$ cat config.mk
export PLATFORM = sky130hd
export DESIGN_NAME = seg_display_driver_flat
export DESIGN_NICKNAME = d
export VERILOG_FILES = /design/src/rtl/seg_display_if.sv /design/src/rtl/seg_display_driver.sv /design/src/flat_wrapper.sv
export SDC_FILE = /design/constraint.sdc
export NUM_CORES = 1
export LEC_CHECK = 0
export BUFFER_PORTS_ARGS = -buffer_cell sky130_fd_sc_hd__clkbuf_2
export CAP_MARGIN = 20
export CORE_ASPECT_RATIO = 0.9
export CORE_MARGIN = 2
export CORE_UTILIZATION = 53
export CTS_BUF_LIST = sky130_fd_sc_hd__clkbuf_4
export CTS_CLUSTER_SIZE = 12
export DETAILED_ROUTE_END_ITERATION = 10
export GPL_ROUTABILITY_DRIVEN = 0
export PLACE_DENSITY_LB_ADDON = 0.25
export SLEW_MARGIN = 5
export SYNTH_ARGS = -nofsm -noshare
export SYNTH_HDL_FRONTEND = slang
export SYNTH_SLANG_ARGS = --single-unit
$ cat constraint.sdc
create_clock -name CLK -period 2.38 [get_ports CLK]
set_clock_uncertainty 0.05 [all_clocks]
set_input_delay 0.476 -clock CLK [delete_from_list [all_inputs] [get_ports CLK]]
set_output_delay 0.476 -clock CLK [all_outputs]
set_load 0.02 [all_outputs]
$ cat src/rtl/seg_display_if.sv
// Load channel between the word producer and the display driver.
// Producer strobes a word in; the driver reports pending/commit status.
interface seg_display_if;
  logic [15:0] value;
  logic [3:0]  dp_mask;
  logic        value_valid;
  logic        pending;
  logic        value_ack;

  modport master (
    output value, dp_mask, value_valid,
    input  pending, value_ack
  );

  modport slave (
    input  value, dp_mask, value_valid,
    output pending, value_ack
  );
endinterface

$ cat src/rtl/seg_display_driver.sv
// Four-digit multiplexed hex display driver, active-low common anode.
// Loads are buffered and committed only at frame boundaries (no tearing).
module seg_display_driver #(
  parameter int REFRESH_DIV  = 1024,
  parameter int BLANK_CYCLES = 16
) (
  input  logic         CLK,
  input  logic         RST,
  seg_display_if.slave ld,
  input  logic         blank_lz,
  output logic [6:0]   SEG,
  output logic         DP,
  output logic [3:0]   AN
);

  localparam int PW = $clog2(REFRESH_DIV);
  localparam logic [PW-1:0] TC = PW'(REFRESH_DIV - 1);
  localparam logic [PW-1:0] BL = PW'(BLANK_CYCLES);

  logic [PW-1:0] presc_q, presc_d;
  logic [1:0]    idx_q, idx_d;
  logic [15:0]   buf_q, buf_d;
  logic [3:0]    bdp_q, bdp_d;
  logic          pend_q, pend_d;
  logic [15:0]   disp_q, disp_d;
  logic [3:0]    dpr_q, dpr_d;
  logic          ack_q, ack_d;
  logic [6:0]    seg_q, seg_d;
  logic          dp_q, dp_d;
  logic [3:0]    an_q, an_d;

  logic          tc;
  logic          commit;
  logic [3:0]    nib;
  logic          lz;

  function automatic logic [6:0] hex7(input logic [3:0] n);
    logic [6:0] s;
    case (n)
      4'h0: s = 7'h40;
      4'h1: s = 7'h79;
      4'h2: s = 7'h24;
      4'h3: s = 7'h30;
      4'h4: s = 7'h19;
      4'h5: s = 7'h12;
      4'h6: s = 7'h02;
      4'h7: s = 7'h78;
      4'h8: s = 7'h00;
      4'h9: s = 7'h10;
      4'hA: s = 7'h08;
      4'hB: s = 7'h03;
      4'hC: s = 7'h46;
      4'hD: s = 7'h21;
      4'hE: s = 7'h06;
      default: s = 7'h0E;
    endcase
    return s;
  endfunction

  // Scan timing, load buffer and frame-boundary commit.
  always_comb begin
    tc      = (presc_q == TC);
    commit  = tc && (idx_q == 2'd3) && pend_q;
    presc_d = tc ? '0 : presc_q + PW'(1);
    idx_d   = tc ? idx_q + 2'd1 : idx_q;
    buf_d   = buf_q;
    bdp_d   = bdp_q;
    pend_d  = pend_q;
    disp_d  = disp_q;
    dpr_d   = dpr_q;
    ack_d   = commit;
    if (commit) begin
      disp_d = buf_q;
      dpr_d  = bdp_q;
      pend_d = 1'b0;
    end
    if (ld.value_valid) begin
      buf_d  = ld.value;
      bdp_d  = ld.dp_mask;
      pend_d = 1'b1;
    end
  end

  // Digit decode for the slot currently being scanned.
  always_comb begin
    nib = 4'h0;
    lz  = 1'b0;
    case (idx_q)
      2'd0: nib = disp_q[3:0];
      2'd1: begin
        nib = disp_q[7:4];
        lz  = (disp_q[15:4] == 12'h0);
      end
      2'd2: begin
        nib = disp_q[11:8];
        lz  = (disp_q[15:8] == 8'h0);
      end
      default: begin
        nib = disp_q[15:12];
        lz  = (disp_q[15:12] == 4'h0);
      end
    endcase
    an_d  = 4'hF;
    seg_d = 7'h7F;
    dp_d  = 1'b1;
    if (presc_q >= BL) begin
      an_d        = 4'hF;
      an_d[idx_q] = 1'b0;
      seg_d       = (blank_lz && lz) ? 7'h7F : hex7(nib);
      dp_d        = ~dpr_q[idx_q];
    end
  end

  // State and registered outputs.
  always_ff @(posedge CLK) begin
    if (RST) begin
      presc_q <= '0;
      idx_q   <= 2'd0;
      buf_q   <= 16'h0;
      bdp_q   <= 4'h0;
      pend_q  <= 1'b0;
      disp_q  <= 16'h0;
      dpr_q   <= 4'h0;
      ack_q   <= 1'b0;
      seg_q   <= 7'h7F;
      dp_q    <= 1'b1;
      an_q    <= 4'hF;
    end else begin
      presc_q <= presc_d;
      idx_q   <= idx_d;
      buf_q   <= buf_d;
      bdp_q   <= bdp_d;
      pend_q  <= pend_d;
      disp_q  <= disp_d;
      dpr_q   <= dpr_d;
      ack_q   <= ack_d;
      seg_q   <= seg_d;
      dp_q    <= dp_d;
      an_q    <= an_d;
    end
  end

  assign ld.pending   = pend_q;
  assign ld.value_ack = ack_q;
  assign SEG          = seg_q;
  assign DP           = dp_q;
  assign AN           = an_q;

endmodule

$ cat src/flat_wrapper.sv
// flat-port wrapper written by rule: the top's interface ports become plain ports
module seg_display_driver_flat 
#(
  parameter int REFRESH_DIV  = 1024,
  parameter int BLANK_CYCLES = 16
)
  (CLK, RST, blank_lz, SEG, DP, AN, ld_value, ld_dp_mask, ld_value_valid, ld_pending, ld_value_ack);
  seg_display_if ld_i ();
  input  logic CLK;
  input  logic RST;
  input  logic blank_lz;
  output logic [6:0] SEG;
  output logic DP;
  output logic [3:0] AN;
  input wire logic [$bits(ld_i.value)-1:0] ld_value;
  input wire logic [$bits(ld_i.dp_mask)-1:0] ld_dp_mask;
  input wire logic [$bits(ld_i.value_valid)-1:0] ld_value_valid;
  output wire logic [$bits(ld_i.pending)-1:0] ld_pending;
  output wire logic [$bits(ld_i.value_ack)-1:0] ld_value_ack;
  assign ld_i.value = ld_value;
  assign ld_i.dp_mask = ld_dp_mask;
  assign ld_i.value_valid = ld_value_valid;
  assign ld_pending = ld_i.pending;
  assign ld_value_ack = ld_i.value_ack;
  seg_display_driver #(.REFRESH_DIV(REFRESH_DIV), .BLANK_CYCLES(BLANK_CYCLES)) u_core (.CLK(CLK), .RST(RST), .ld(ld_i), .blank_lz(blank_lz), .SEG(SEG), .DP(DP), .AN(AN));
endmodule
==> results of run 1 <==
layout by cell type, fill, tap and decap left out, types with 3 or more instances in the layout:
master | synthesis | final
dfxtp_1 | 66 | 64
nor2_1 | 56 | 56
mux2i_1 | 44 | 44
clkbuf_2 | 0 | 37
inv_1 | 11 | 11
ha_1 | 12 | 11
clkbuf_4 | 0 | 10
buf_4 | 2 | 10
nand3_1 | 9 | 9
nand2_1 | 7 | 7
a21oi_1 | 6 | 5
xnor2_1 | 5 | 5
a222oi_1 | 4 | 4
nor2b_1 | 4 | 4
nor4_1 | 4 | 4
clkinv_1 | 1 | 3
xor2_1 | 3 | 3
a211oi_1 | 4 | 3
flip-flops by register name (all words and copies together), names as in the netlist:
register	flops
u_core.DP	1
u_core.disp_q	16
u_core.ld.pending	1
u_core.ld.value_ack	1
u_core.idx_q	2
u_core.presc_q	10
u_core.bdp_q	4
u_core.buf_q	16
u_core.SEG	7
u_core.dpr_q	4
u_core.AN	4
per-stage QoR:
| step | hold slack, ps | power, mW |
|---|---|---|
| after floorplan | 380 | 1.23 |
| after global placement | 392 | 1.26 |
| after detailed placement | 407 | 1.26 |
| after CTS | 209 | 1.97 |
| after global routing | 223 | 2.03 |
| final | 247 | 1.94 |
worst paths after layout:
path / start / end / depth (start not counted)
setup reg to reg: u_core.idx_q[0] / u_core.SEG[0] / 9
hold reg to reg: u_core.presc_q[0] / u_core.presc_q[0] / 1
setup / recovery: u_core.idx_q[0] / u_core.SEG[0] / 9
hold / removal: ld_value[2] / u_core.buf_q[2] / 3
cells in the mapped netlist, types with 2 or more instances:
library cell / count / area share [%]
inv_1: 11 / 1.5
xor2_1: 3 / 0.94
nand3_1: 9 / 1.6
a211oi_1: 4 / 1.1
xnor2_1: 5 / 1.6
clkbuf_1: 5 / 0.67
a222oi_1: 4 / 1.4
ha_1: 12 / 5.4
buf_1: 2 / 0.27
o211ai_1: 2 / 0.54
dfxtp_1: 66 / 47
nand2_1: 7 / 0.94
o221ai_1: 2 / 0.63
buf_2: 4 / 0.72
nor4_1: 4 / 0.90
nor2_1: 56 / 7.5
mux2i_1: 44 / 16
buf_4: 2 / 0.54
a21oi_1: 6 / 1.1
a211o_2: 2 / 0.72
a21o_1: 2 / 0.54
nand2_2: 2 / 0.45
nor2b_1: 4 / 0.90
worst register-to-register path, cell delays in order (launching register included):
cell and delay (ps):
dfxtp_2 370, inv_1 70, ha_1 270, a222oi_1 390, mux2_4 240, inv_1 90
ha_1 240, a211o_1 240, o22ai_1 120, a32oi_1 60
cells by family after synthesis:
group           Yosys count  synth area share [%]
flops                    66                  47.4
compound gates           32                  8.88
buf+inv                  26                  4.22
mux                      46                  17.0
simple gates             90                  14.7
xor+xnor                  8                  2.51
fa+ha+maj                12                  5.38
routing by layer:
layer	wire [µm]	vias to the layer above
met1	2470	959
met3	229	4
met2	2550	34
met4	49	0
li1	-	1079
met5	0	-
power groups by stage:
stage	clock network, mW	logic (mW)	registers (mW)
floorplan	0	0.0627	1.17
global placement	0	0.0881	1.17
detailed placement	0	0.0901	1.17
CTS	0.737	0.0907	1.15
global route	0.776	0.102	1.15
finish	0.708	0.0886	1.15
repair_timing:
| item | 4_1_cts | 5_1_grt |
|---|---|---|
| endpoints found under the setup margin | 0 | 5 |
| resized for setup | 0 | 6 |
| buffers inserted | 0 | 3 |
area by class of cell:
class                      count  area share (%)
multi-input combinational    188            42.7
sequential                    66            41.1
clock buffer                  10            2.33
inverter                      12            1.40
timing repair buffer          47            8.08
tap                           67            2.60
clock inverter                 6            1.79
==> key figures, run 1 <==
STA
  • Total Neg Setup Slack: 0 ps
  • Max frequency: 441 MHz
  • Tmin final: 2270 ps
  • Unrepaired setup endpoints after global routing: false
  • Final setup margin: 114 ps
  • Final period utilization: 95.2%
  • Slew margin rel.: 53.4%
  • Setup violations, final: 0
  • Worst-margin pin slew: 700 ps
  • Final hold viol count: 0
  • Pins Over Slew Limit: 0

Routing
  • Initial DRC count: 74
  • Vias per cell: 5.24
  • Total wire length: 5300 µm
  • Drt pass-1 iters: 4
  • Vias post-DR: 2,076
  • # DRC: 0
  • WL/cell: 13.4 µm
  • Antenna viol nets, final: 0

Final layout
  • # nets final: 360
  • Multi-input logic area: 1380 µm²
  • Util after Layout: 62.4%
  • FILL cells: 466
  • Register area: 1320 µm²
  • Layout Cells excl Fill: 396
  • Layout cells sized above 1: 23.4%
  • Syn-to-layout area delta: 15.4%
  • Post-layout instance area: 3220 µm²
  • N_diodes: 0

Clocking
  • TritonCTS clock tree: yes
  • Sink Count: 66
  • CTS max path bufs: 2
  • # H-tree levels: 3
  • Clk_lat worst skew: 410 ps
  • CTS Hold Bufs: 0
  • CTS buffer count: 9
  • Reg clk slew, reported paths: 110 ps
  • Clk root buf: clkbuf_4

Logic synthesis
  • Post-Syn Area: 2790 µm²
  • #FFs+latches synth: 66
  • Yosys warns: 0
  • Synthesized net count: 316
  • Synth cell types: 45
  • Average size of a mapped cell: 9.96 µm²
  • Ys async rst share: 0%
  • Main synth FF type: dfxtp_1
  • Post-Syn Instances: 280
  • Post-synth EDFFs: 0
  • Sequential cell area fraction in the yosys report: 47.4%

Global routing
  • GRT Resource Usage Total: 20.3%
  • Met2 Usage GRT: 30.6%
  • First-pass GRT wire length: 9030 µm
  • Grt peak-use layer: met2
  • Number of global-route vias before repair: 1,949
  • Largest net degree at the start of global routing: 48
  • Met3 Resource Use GR: 7.55%
  • GRT Residual Overflow: 0
  • Met1 Use GR: 26.0%
  • Initial antenna violation count: 0

Hold path
  • Hold Crit Class: in -> reg

Outcome
  • Status: finished, final reports clean

Critical path
  • Crit path DAT: 2500 ps
  • Worst Path Buf+Inv: 2
  • Crit end category: flop
  • Delay-heaviest family, CP: compound AO/OA/AOI/OAI gates
  • Max FO, Critical Path: 6
  • Worst-path cell chain: inv_1 -> ha_1 -> a222oi_1 -> mux2_4 -> inv_1 -> ha_1 -> a211o_1 -> o22ai_1 -> a32oi_1
  • Slowest stage delay, CP: 390 ps
  • R2R Setup Slk: 110 ps
  • Slowest CP cell: a222oi_1
  • Critical Path RT: 2620 ps
  • Kind of critical path: reg -> reg
  • Startpoint Class: flop

Placement
  • Placed cell count: 377
  • Placed standard-cell area: 3050 µm²
  • Post-detail-place hpwl: 3630 µm
  • IO buf count: 37
  • Worst slack at placement: 42.5 ps

Pwr
  • Max VDD drop: 0.000481 V
  • Net Sw Frac: 23.0%
  • Clock network power share: 36.4%
  • Combinational power share: 4.6%
  • Int Pwr: 1.50 mW
  • Sequential fraction of design power: 59.0%
  • LEAKAGE: 1.33 nW
  • NetSw: 0.448 mW
  • Power density over cell area: 603 nW/µm²

Floorplanning
  • Core Area: 5160 µm²
  • Die Span X: 80.5 µm
  • IO Pins: 38
  • Die Height: 72.8 µm
  • Row count: 25
  • Initial core utilization: 54.1%
  • Die footprint: 5860 µm²

Job
  • Max_cap viols: 0
No activity file was read; power rests on OpenSTA's default activity.
==> run 2: changes to the inputs <==
- ABC_AREA: unset -> 1
==> key figures, run 2 <==
Outcome
  • Status: finished, final reports clean

Logic synthesis
  • Post-Syn Instances: 388
  • Synthesized net count: 424
  • Sequential cell area fraction in the yosys report: 46.4%
  • Most frequent cells after synthesis: nor2_1, nand2_1, dfxtp_1
  • Yosys top cell area share: 46.4%
  • Ys async rst share: 0%
  • Average size of a mapped cell: 7.34 µm²
  • Post-synth EDFFs: 0
  • Synth area leader: dfxtp_1
  • Synth cell types: 26
  • #FFs+latches synth: 66
  • Yosys warns: 0
  • Dominant cells by area after synthesis: dfxtp_1, nor2_1, nand2_1, o21ai_0, ha_1
  • Main synth FF type: dfxtp_1
  • Post-Syn Area: 2850 µm²
  • Top-count cell post-synth: nor2_1

Critical path
  • Startpoint Class: flop
  • Critical Path RT: 2610 ps
  • Crit end category: flop
  • Crit path DAT: 2380 ps
  • Max FO, Critical Path: 6
  • Kind of critical path: reg -> reg

Pwr
  • LEAKAGE: 1.42 nW
  • NetSw: 0.450 mW
  • Int Pwr: 1.37 mW
  • Net Sw Frac: 24.7%
  • Power density over cell area: 575 nW/µm²
  • Total power draw: 1.82 mW
  • Sequential fraction of design power: 63.1%
  • Combinational power share: 4.9%
  • Clock network power share: 32.0%
  • Max VDD drop: 0.000394 V

Final layout
  • # nets final: 462
  • Most common cell after layout, fill and taps aside: nor2_1
  • N_diodes: 0
  • Commonest cells after routing, fill and taps aside: nor2_1, nand2_1, dfxtp_1
  • Syn-to-layout area delta: 11.1%
  • Util after Layout: 60.6%
  • Layout cells sized above 1: 14.7%
  • Regs by FF count: u_core.buf_q (16), u_core.disp_q (16), u_core.presc_q (10)

Clocking
  • CTS buffer count: 9
  • CTS Hold Bufs: 0
  • Sink Count: 66
  • Setup bufs post-CTS: 0
  • Reg clk slew, reported paths: 110 ps
  • # H-tree levels: 3
  • Clk_lat worst skew: 400 ps
  • Post-CTS Resized: 0
  • TritonCTS clock tree: yes
  • Clk root buf: clkbuf_4
  • CTS max path bufs: 2

Placement
  • Post-detail-place hpwl: 3930 µm
  • IO buf count: 37

STA
  • Final period utilization: 90.5%
  • Slew margin rel.: 61.1%
  • Total Neg Setup Slack: 0 ps
  • Worst-margin pin slew: 583 ps
  • Unrepaired setup endpoints after global routing: false
  • Final hold viol count: 0
  • Pins Over Slew Limit: 0
  • Max frequency: 464 MHz
  • Tmin final: 2150 ps
  • Setup violations, final: 0

Job
  • Max_cap viols: 0

Global routing
  • GRT Residual Overflow: 0
  • Initial antenna violation count: 0
  • First-pass GRT wire length: 9450 µm
  • GRT Resource Usage Total: 20.7%
  • Largest net degree at the start of global routing: 43
  • Number of global-route vias before repair: 2,154

Routing
  • Vias per cell: 4.84
  • WL/cell: 11.0 µm
  • Routed met1 length: 2810 µm
  • Drt pass-1 iters: 4
  • Vias post-DR: 2,407
  • Total wire length: 5460 µm
  • Met2 wire len: 2320 µm
  • Antenna viol nets, final: 0
  • Top routing layer used: met4
  • Initial DRC count: 97
  • Met3 WL: 307 µm
  • # DRC: 0

Floorplanning
  • Initial core utilization: 54.5%
  • Die Span X: 81.3 µm
  • IO Pins: 38
  • Row count: 25
  • Die footprint: 5980 µm²
  • Core Area: 5220 µm²
  • Die Height: 73.6 µm

Hold path
  • Hold Crit Class: in -> reg
run 2: cell type report:
cell class / instances / area [µm²]
clock buffer: 9 / 67.6
clock inverter: 6 / 35.0
multi-input combinational: 283 / 1360
sequential: 66 / 1320
tap: 67 / 83.8
timing repair buffer: 39 / 200
fill: 491 / 2060
inverter: 27 / 101
run 2: path summary, 6_finish.rpt:
kind	from	end	slack (ps)	cells past startpoint
hold reg to reg	u_core.buf_q[9]	u_core.disp_q[9]	440	2
setup reg to reg	u_core.idx_q[0]	u_core.SEG[3]	230	13
setup / recovery	u_core.idx_q[0]	u_core.SEG[3]	230	13
hold / removal	RST	u_core.ld.value_ack	230	2
run 2: power by group through the flow:
| stage | Combinational [mW] | Clock, mW | Sequential, mW |
|---|---|---|---|
| floorplan | 0.0576 | 0 | 1.17 |
| detailed placement | 0.0902 | 0 | 1.17 |
| global route | 0.105 | 0.653 | 1.15 |
| CTS | 0.0911 | 0.606 | 1.15 |
| finish | 0.0897 | 0.582 | 1.15 |
| global placement | 0.0884 | 0 | 1.17 |
run 2: per-layer routing:
metal | up-vias | track usage, %
li1 | 1310 | -
met1 | 1043 | 27.5
met2 | 52 | 30.9
met3 | 2 | 7.13
met4 | 0 | 8.10
met5 | - | 0
run 2: per-stage QoR:
| stage | hold slack [ps] | area, µm² | instances | setup WS (ps) |
|---|---|---|---|---|
| CTS | 198 | 3160 | 497 | 113 |
| detailed placement | 427 | 3060 | 482 | 140 |
| floorplan | 391 | 2850 | 388 | 428 |
| global placement | 417 | 3060 | 482 | 271 |
| finish | 227 | 3160 | 497 | 226 |
| global route | 197 | 3160 | 497 | 20.5 |
run 2: logic make-up (layout without fill, tap and decap cells):
kind of cell             count (synthesis)  after routing  synth area share, %
adder cells (fa/ha/maj)                 12             12                 5.27
buffers and inverters                   39             81                 6.19
AO/OA/AOI/OAI                           61             61                 11.0
XOR/XNOR                                 3              3                0.922
AND/OR/NAND/NOR                        207            207                 30.3
flip-flops                              66             66                 46.4
run 2: worst max-delay path, cell delays in order, from the launching register on:
cell and delay [ps]:
dfxtp_1 440, inv_1 150, ha_1 300, nand2_1 90
nand2_1 60, o21bai_2 210, inv_1 140, ha_1 230
nand3_1 120, nand2_1 60, nand2_1 50, nand2_1 50
inv_1 40, nand2_1 40
==> run 3: changes to the inputs <==
- REMOVE_ABC_BUFFERS: unset -> 1
==> key figures, run 3 (same netlist as run 2, synthesis figures left out) <==
Outcome
  • Status: finished, final reports clean

Clocking
  • TritonCTS clock tree: yes
  • # H-tree levels: 3
  • Reg clk slew, reported paths: 100 ps
  • CTS buffer count: 9
  • CTS Hold Bufs: 0
  • CTS max path bufs: 2
  • Clk root buf: clkbuf_4
  • Clk_lat worst skew: 410 ps
  • Sink Count: 66

Routing
  • Initial DRC count: 118
  • WL/cell: 10.6 µm
  • Antenna viol nets, final: 0
  • Total wire length: 5260 µm
  • # DRC: 0
  • Vias post-DR: 2,422
  • Vias per cell: 4.86
  • Drt pass-1 iters: 5

STA
  • Final hold viol count: 0
  • Hold Slack: 194 ps
  • Setup violations, final: 0
  • Max frequency: 481 MHz
  • Tmin final: 2080 ps
  • Final period utilization: 87.4%
  • Pins Over Slew Limit: 0
  • Total Neg Setup Slack: 0 ps
  • Unrepaired setup endpoints after global routing: false
  • Slew margin rel.: 61.3%
  • Worst-margin pin slew: 580 ps

Pwr
  • LEAKAGE: 1.42 nW
  • Power density over cell area: 574 nW/µm²
  • Max VDD drop: 0.000392 V

Final layout
  • Syn-to-layout area delta: 11.2%
  • Commonest cells after routing, fill and taps aside: nor2_1, nand2_1, dfxtp_1
  • Layout cells sized above 1: 14.6%
  • Most common cell after layout, fill and taps aside: nor2_1
  • N_diodes: 0
  • # nets final: 462
  • Regs by FF count: u_core.buf_q (16), u_core.disp_q (16), u_core.presc_q (10)
  • Post-layout instance area: 3170 µm²

Global routing
  • GRT Resource Usage Total: 20.3%
  • Initial antenna violation count: 0
  • Largest net degree at the start of global routing: 38
  • GRT Residual Overflow: 0
  • First-pass GRT wire length: 9240 µm
  • Number of global-route vias before repair: 2,163

Job
  • Max_cap viols: 0

Critical path
  • Max FO, Critical Path: 6
  • Startpoint Class: flop
  • Crit path DAT: 2330 ps
  • Crit end category: flop
  • Critical Path RT: 2630 ps
  • Kind of critical path: reg -> reg

Floorplanning
  • Core Area: 5220 µm²
  • Die Span X: 81.3 µm
  • Row count: 25
  • IO Pins: 38
  • Die Height: 73.6 µm
  • Die footprint: 5980 µm²
  • Initial core utilization: 54.5%

Hold path
  • Hold Crit Class: in -> reg

Placement
  • IO buf count: 37
  • Placed standard-cell area: 3060 µm²
  • Post-detail-place hpwl: 3780 µm
## run 3: changes by cell type in the layout (fill, tap and decap cells not counted), sizes merged
cell      change
clkinvlp      +1
## run 3: repair_timing
item,4_1_cts,5_1_grt
resized for setup,0,2
buffers inserted,0,0
setup endpoints to repair,0,5
## run 3: power breakdown
group / switching [mW] / internal (mW)
Combinational: 0.0513 / 0.0369
Sequential: 0.0160 / 1.13
Clock: 0.383 / 0.200
## run 3: area by class of cell
cell class	count	area, µm²
clock buffer	9	67.6
clock inverter	7	36.3
fill	508	2060
inverter	27	101
multi-input combinational	283	1360
sequential	66	1320
tap	67	83.8
timing repair buffer	39	200
## run 3: metal layers
metal | part of all wire, % | routed length, µm | track usage [%] | vias up
li1 | - | - | - | 1310
met4 | 1.6 | 85 | 7.34 | 0
met3 | 4.6 | 244 | 7.74 | 9
met1 | 49 | 2560 | 23.9 | 1064
met2 | 45 | 2380 | 33.5 | 39
met5 | 0 | 0 | 0 | -
## run 3: worst paths after layout
path / slack [ps] / start / endpoint / depth (start not counted)
worst max register to register: 300 / u_core.idx_q[1] / u_core.SEG[3] / 13
worst min-delay path: 190 / RST / u_core.ld.value_ack / 2
worst max-delay path: 300 / u_core.idx_q[1] / u_core.SEG[3] / 13
worst min register to register: 450 / u_core.dpr_q[3] / u_core.dpr_q[3] / 2
## run 3: critical path, cell delays in order, from the launching register on
cell,delay (ps)
dfxtp_1,410
inv_1,110
ha_1,270
nand2_1,100
nand2_1,60
o21bai_2,250
inv_1,130
ha_1,230
nand3_1,110
nand2_1,60
nand2_1,50
nand2_1,50
inv_1,50
nand2_1,40
## run 3: per-stage QoR
step	utilization (%)	std cells	worst slack (ps)	power, mW
after floorplan	-	376	428	1.22
after detailed placement	58.5	482	167	1.26
after global routing	60.6	498	92.0	1.92
after CTS	60.5	498	118	1.85
final	60.6	498	299	1.82
after global placement	58.5	482	262	1.26
